$ cat src/rtl/slv_pkg.sv
// Shared types and defaults for the slave transaction monitor and its recovery sequencer.
package slv_pkg;

    localparam int unsigned MonCntWidth     = 4;
    localparam int unsigned MonPrescalerDiv = 64;
    localparam int unsigned MonMaxUniqIds   = 1;
    localparam int unsigned MonMaxTxnsPerId = 1;

    typedef enum logic [1:0] {
        SLV_IDLE    = 2'd0,
        SLV_FENCE   = 2'd1,
        SLV_RESET   = 2'd2,
        SLV_RECOVER = 2'd3
    } slv_rst_state_e;

    // Width needed to hold 0..uniq_ids*txns_per_id outstanding transactions.
    function automatic int unsigned out_cnt_width(input int unsigned uniq_ids,
                                                  input int unsigned txns_per_id);
        return $clog2(uniq_ids * txns_per_id + 1);
    endfunction

    localparam int unsigned OutCntWidth = out_cnt_width(MonMaxUniqIds, MonMaxTxnsPerId);

endpackage

$ cat src/rtl/slv_tick_gen.sv
// Prescaler counting 0..Div-1 with synchronous restart; tick_o is high for the
// single cycle in which the count sits at Div-1.
module slv_tick_gen #(
    parameter int unsigned Div = 64
) (
    input  logic clk_i,
    input  logic rst_i,
    input  logic restart_i,
    output logic tick_o
);

    localparam int unsigned W = (Div > 1) ? $clog2(Div) : 1;
    localparam logic [W-1:0] Last = W'(Div - 1);

    logic [W-1:0] cnt_q, cnt_d;

    always_comb begin
        cnt_d = cnt_q + 1'b1;
        if (restart_i || (cnt_q == Last)) begin
            cnt_d = '0;
        end
    end

    always_ff @(posedge clk_i or posedge rst_i) begin
        if (rst_i) begin
            cnt_q <= '0;
        end else begin
            cnt_q <= cnt_d;
        end
    end

    assign tick_o = (cnt_q == Last);

endmodule

$ cat src/rtl/slv_rst_sequencer.sv
// Timeout recovery for the monitored AXI slave: fence AW/AR, drain with a
// bounded budget, pulse a dedicated slave reset, settle, then reopen the port.
module slv_rst_sequencer
    import slv_pkg::*;
#(
    parameter int unsigned MaxUniqIds   = 1,
    parameter int unsigned MaxTxnsPerId = 1,
    parameter int unsigned CntWidth     = MonCntWidth,
    parameter int unsigned PrescalerDiv = MonPrescalerDiv,
    parameter int unsigned OutCntWidth  = out_cnt_width(MaxUniqIds, MaxTxnsPerId)
) (
    input  logic                   clk_i,
    input  logic                   rst_i,
    input  logic                   enable_i,
    input  logic                   timeout_i,
    input  logic [OutCntWidth-1:0] w_outstanding_i,
    input  logic [OutCntWidth-1:0] r_outstanding_i,
    input  logic [CntWidth-1:0]    drain_budget_i,
    input  logic [CntWidth-1:0]    reset_cycles_i,
    input  logic                   irq_clr_i,
    output logic                   isolate_o,
    output logic                   slv_rst_o,
    output logic                   irq_o,
    output logic                   drain_timeout_o,
    output logic [1:0]             state_o,
    output logic [CntWidth-1:0]    seq_count_o
);

    slv_rst_state_e      state_q, state_d;
    logic [CntWidth-1:0] budget_q, budget_d;
    logic [CntWidth-1:0] rst_len_q, rst_len_d;
    logic [CntWidth-1:0] tick_cnt_q, tick_cnt_d;
    logic [CntWidth-1:0] seq_cnt_q, seq_cnt_d;
    logic                isolate_q, isolate_d;
    logic                slv_rst_q, slv_rst_d;
    logic                irq_q, irq_d;
    logic                dto_q, dto_d;
    logic                irq_set, dto_set;
    logic                restart, tick;
    logic                drained, expired;

    slv_tick_gen #(
        .Div (PrescalerDiv)
    ) u_tick_gen (
        .clk_i     (clk_i),
        .rst_i     (rst_i),
        .restart_i (restart),
        .tick_o    (tick)
    );

    assign drained = (w_outstanding_i == '0) && (r_outstanding_i == '0);
    // Expiry looks at the count this tick would produce, so FENCE lasts exactly budget*PrescalerDiv cycles.
    assign expired = (budget_q == '0) || (tick && (tick_cnt_q == (budget_q - 1'b1)));

    always_comb begin
        state_d    = state_q;
        budget_d   = budget_q;
        rst_len_d  = rst_len_q;
        tick_cnt_d = tick_cnt_q;
        seq_cnt_d  = seq_cnt_q;
        restart    = 1'b0;
        irq_set    = 1'b0;
        dto_set    = 1'b0;

        unique case (state_q)
            SLV_IDLE: begin
                if (enable_i && timeout_i) begin
                    state_d    = SLV_FENCE;
                    budget_d   = drain_budget_i;
                    rst_len_d  = (reset_cycles_i == '0) ? CntWidth'(1) : reset_cycles_i;
                    tick_cnt_d = '0;
                    restart    = 1'b1;
                    irq_set    = 1'b1;
                end
            end
            SLV_FENCE: begin
                if (tick && (tick_cnt_q != '1)) begin
                    tick_cnt_d = tick_cnt_q + 1'b1;
                end
                if (drained || expired) begin
                    state_d = SLV_RESET;
                    dto_set = !drained;
                end
            end
            SLV_RESET: begin
                // rst_len_q counts down the remaining reset cycles, including this one.
                if (rst_len_q == CntWidth'(1)) begin
                    state_d = SLV_RECOVER;
                    restart = 1'b1;
                end else begin
                    rst_len_d = rst_len_q - 1'b1;
                end
            end
            SLV_RECOVER: begin
                if (tick) begin
                    state_d = SLV_IDLE;
                    if (seq_cnt_q != '1) begin
                        seq_cnt_d = seq_cnt_q + 1'b1;
                    end
                end
            end
            default: state_d = SLV_IDLE;
        endcase

        irq_d     = irq_set | (irq_q & ~irq_clr_i);
        dto_d     = dto_set | (dto_q & ~irq_clr_i);
        isolate_d = (state_d != SLV_IDLE);
        slv_rst_d = (state_d == SLV_RESET);
    end

    always_ff @(posedge clk_i or posedge rst_i) begin
        if (rst_i) begin
            state_q    <= SLV_IDLE;
            budget_q   <= '0;
            rst_len_q  <= '0;
            tick_cnt_q <= '0;
            seq_cnt_q  <= '0;
            isolate_q  <= 1'b0;
            slv_rst_q  <= 1'b0;
            irq_q      <= 1'b0;
            dto_q      <= 1'b0;
        end else begin
            state_q    <= state_d;
            budget_q   <= budget_d;
            rst_len_q  <= rst_len_d;
            tick_cnt_q <= tick_cnt_d;
            seq_cnt_q  <= seq_cnt_d;
            isolate_q  <= isolate_d;
            slv_rst_q  <= slv_rst_d;
            irq_q      <= irq_d;
            dto_q      <= dto_d;
        end
    end

    assign isolate_o       = isolate_q;
    assign slv_rst_o       = slv_rst_q;
    assign irq_o           = irq_q;
    assign drain_timeout_o = dto_q;
    assign state_o         = state_q;
    assign seq_count_o     = seq_cnt_q;

endmodule
$ cat config.mk
export PLATFORM = sky130hd
export DESIGN_NAME = slv_rst_sequencer
export DESIGN_NICKNAME = d
export VERILOG_FILES = /design/src/rtl/slv_pkg.sv /design/src/rtl/slv_tick_gen.sv /design/src/rtl/slv_rst_sequencer.sv
export SDC_FILE = /design/constraint.sdc
export NUM_CORES = 1
export LEC_CHECK = 0
export ABC_AREA = 0
export CORE_MARGIN = 1.5
export CORE_UTILIZATION = 47
export CTS_CLUSTER_DIAMETER = 150
export DETAILED_ROUTE_END_ITERATION = 12
export PLACE_DENSITY = 0.76
export SETUP_SLACK_MARGIN = 0.5
export SLEW_MARGIN = 40
export SYNTH_ARGS = -nofsm -noshare
export SYNTH_HDL_FRONTEND = slang
export SYNTH_HIERARCHICAL = 1
export SYNTH_SLANG_ARGS = --single-unit
$ cat constraint.sdc
create_clock -name clk_i -period 2 [get_ports clk_i]
set_clock_uncertainty 0.15 [all_clocks]
set_input_delay 0.4 -clock clk_i [delete_from_list [all_inputs] [get_ports clk_i]]
set_output_delay 0.4 -clock clk_i [all_outputs]
set_load 0.02 [all_outputs]
==> run metrics <==
multiplexer share of the synthesized area about 2.2%; status completed; Comb power frac between 40% and 50%; Final Util 74.0%; register bit total from synthesis 28; first-pass GRT wire length ~5.4 mm; PortBufs 24; H-Tree Depth 1; drt first pass iters 6; Fin Setup TNS 0 ns; Synth cell types 39; relative slew slack between 60% and 70%; Max IR drop VDD 0.000685 V; Tmin final 1.90 ns; CP Cell Sequence ha_2 > and3_4 > and3_4 > nand3b_1 > a311oi_2 > xnor2_1 > nor2_1; clock buffer depth 2; Iteration-0 DRC Markers 57; Initial Utilization 51.1%; Core Region around 0.0028 sq mm; slew at the pin with the worst max-slew slack ~0.45 ns; crit path max fanout 5; Syn Area/Cell roughly 10 sq um; final WL 3.41 mm; Die Area about 0.0034 sq mm; # setup viols final 0; switching portion of total power 38.2%; fraction of layout cells with a size suffix above 1 between 30% and 40%; max-slew violations 0; die height just under 60 microns; Max-Cap Viols 0; Root Buffer clkbuf_4; # DRC 0; largest net degree at the start of global routing 23; initial antenna violation count 0; Fin. Hold Viols 0; Area growth syn-to-layout 44.9%; drt via density between 5 and 6; vias in the first global route 1257; leakage power approximately 0.95 nW; Post-Syn Nets roughly 170; Clk pwr share roughly 15%; CTS tree built; Worst EP arrival approximately 2.0 ns; CTS Buf Count 3; YS warnings 6; kind of start point of the critical path flop; remaining global-route overflow 0; Final HPWL DP 2.13 mm; Post-Synth XOR/XNOR Area under 10%; Final ANT Viol Nets 0; slowest cell delay on critical path 0.39 ns; WL per Instance around 15 microns; largest family of logic cells by synthesized area simple AND/OR/NAND/NOR gates; most used cell, CP and3_4; Clock Latency Late Sink between 0.3 and 0.4 ns; net switching power between 0.9 and 1 mW; PD cells ~1200 mW/mm^2; Seq pwr share 37.0%; IO Pins 25; Mapped Area approximately 0.0014 sq mm; # diodes 0; filler instances between 200 and 250; hold buffer count at cts 0; worst hold path class input pin to async pin; FP Rows 19; Routability Congestion 0.798; # clock sinks 28; Final nets roughly 210; GRT Total Usage approximately 21%; Clock Pin Slew Worst Setup and Hold Paths ~0.16 ns; Synth Area in Adders 5.19%; worst reg-to-reg path cell count 7; Tcrit/Tclk final 94.9%; cell count after synthesis 144; die width roughly 58 microns; register area share after synthesis around half; WS Path Type flop to flop; compound-cell area share of the yosys netlist roughly 13%; Setup crit end kind flop; Simple-Gate Fraction of Synth Area 18.4%; Pint roughly 1.6 mW; slowest stage cell on the critical path dfrtp_1; CP required approximately 2.1 ns; vias between 1000 and 1500; fmax around 530 MHz; RSZ-0062 raised after global routing yes
layout make-up:
class	instances	area [sq um]	share of cell area, %
clock inverters	1	30.0	1.43
clock buffers	3	22.5	1.08
well taps	31	38.8	1.85
inverters	10	37.5	1.79
multi-input cells	103	875	41.8
repair buffers	47	384	18.3
flip-flops and latches	28	707	33.8
worst paths after layout:
kind,startpoint,end,slack (ns)
worst max-delay path,u_tick_gen/cnt_q[1],tick_cnt_q[3],0.10
worst min-delay path,rst_i,u_tick_gen/cnt_q[1],0.12
worst max register to register,u_tick_gen/cnt_q[1],tick_cnt_q[3],0.10
worst min register to register,irq_o,irq_o,0.34
max in group asynchronous,rst_i,seq_count_o[2],1.19
min in group clk_i,irq_o,irq_o,0.34
critical path: cells and delay by family (launching register included):
kind	cells	cell delay [ns]
AND/OR/NAND/NOR	4	0.64
flip-flops	1	0.39
AO/OA/AOI/OAI	1	0.28
adder cells (fa/ha/maj)	1	0.19
XOR/XNOR	1	0.16
sequential cells by signal (all words and copies together), names as in the netlist:
signal,flops
slv_rst_o,1
drain_timeout_o,1
tick_cnt_q,4
u_tick_gen/cnt_q,6
seq_count_o,4
irq_o,1
state_o,2
budget_q,4
rst_len_q,4
isolate_o,1
repair_timing:
action                     4_1_cts  5_1_grt
resized for setup               55       15
hold endpoints to repair         0        0
setup endpoints to repair       35       31
pin swaps                        8        6
cloned                           0        1
buffers inserted                15        4
cells in the final DEF, fill, tap and decap left out, drive strengths merged, types with 3 or more instances in the layout:
cell type       n
inv            10
a21o            3
a21oi           5
dfrtp          28
o21ai          10
xor2            5
clkbuf          4
and3            3
nor3            4
nand3           7
xnor2           7
nand2b          4
clkdlybuf4s50  14
buf            31
nand2          13
ha              6
nor2           12
synth_stat cells:
cell type | n | area share (%)
dfrtp_1 | 28 | 48
nand2_1 | 13 | 3.4
nor2_1 | 12 | 3.1
inv_1 | 10 | 2.6
o21ai_0 | 10 | 3.5
xnor2_1 | 7 | 4.2
ha_1 | 6 | 5.2
nand3_1 | 6 | 2.1
xor2_1 | 5 | 3.0
a21oi_1 | 4 | 1.4
nand2b_1 | 4 | 1.7
nor3_1 | 4 | 1.4
a21o_1 | 3 | 1.6
a211oi_1 | 2 | 1.0
a31o_2 | 2 | 1.2
and3_1 | 2 | 0.87
clkbuf_1 | 2 | 0.52
mux2i_1 | 2 | 1.4
o211ai_1 | 2 | 1.0
a21boi_0 | 1 | 0.52
a21oi_2 | 1 | 0.61
a22o_2 | 1 | 0.69
a311oi_1 | 1 | 0.61
a31oi_1 | 1 | 0.43
and3_2 | 1 | 0.52
and4_1 | 1 | 0.61
clkbuf_2 | 1 | 0.35
mux2_2 | 1 | 0.78
nand3_2 | 1 | 0.69
nand3b_1 | 1 | 0.52
nand4_1 | 1 | 0.43
nor2b_1 | 1 | 0.43
nor3b_1 | 1 | 0.52
nor4_1 | 1 | 0.43
nor4bb_1 | 1 | 0.69
o31ai_2 | 1 | 0.87
or3_1 | 1 | 0.43
or3b_1 | 1 | 0.61
xnor3_1 | 1 | 1.6
routing by layer:
metal / track usage [%] / wire [microns]
met1: 25.1 / 1480
met5: 0 / 0
met4: 8.97 / 36
met3: 2.42 / 110
met2: 36.8 / 1780
per-stage QoR:
stage               cells  power [mW]  cell area (sq um)  hold WS [ns]  setup WS [ns]
floorplan             144        1.57               1530        0.0410          0.191
global placement      199        1.77               1810         0.309         0.0899
detailed placement    199        1.81               1810         0.316         0.0232
CTS                   218        2.38               2000         0.119          0.171
global route          223        2.72               2090         0.162        0.00102
finish                223        2.56               2090         0.124          0.103
power groups by stage:
stage	clock, mW	combinational, mW	sequential [mW]
after floorplan	0	0.619	0.949
after CTS	0.383	1.07	0.925
after detailed placement	0	0.832	0.975
after global placement	0	0.803	0.966
after global routing	0.397	1.35	0.967
final	0.377	1.23	0.944
logic make-up (layout without fill, tap and decap cells):
logic type	count (synthesis)	count (layout)
muxes	3	3
AOI/OAI and AO/OA	29	29
and+or+nand+nor	52	52
adders and majority gates	6	6
DFF	28	28
buffers and inverters	13	61
xor gates and xnor gates	13	13
(Power assumes the default switching activity.)
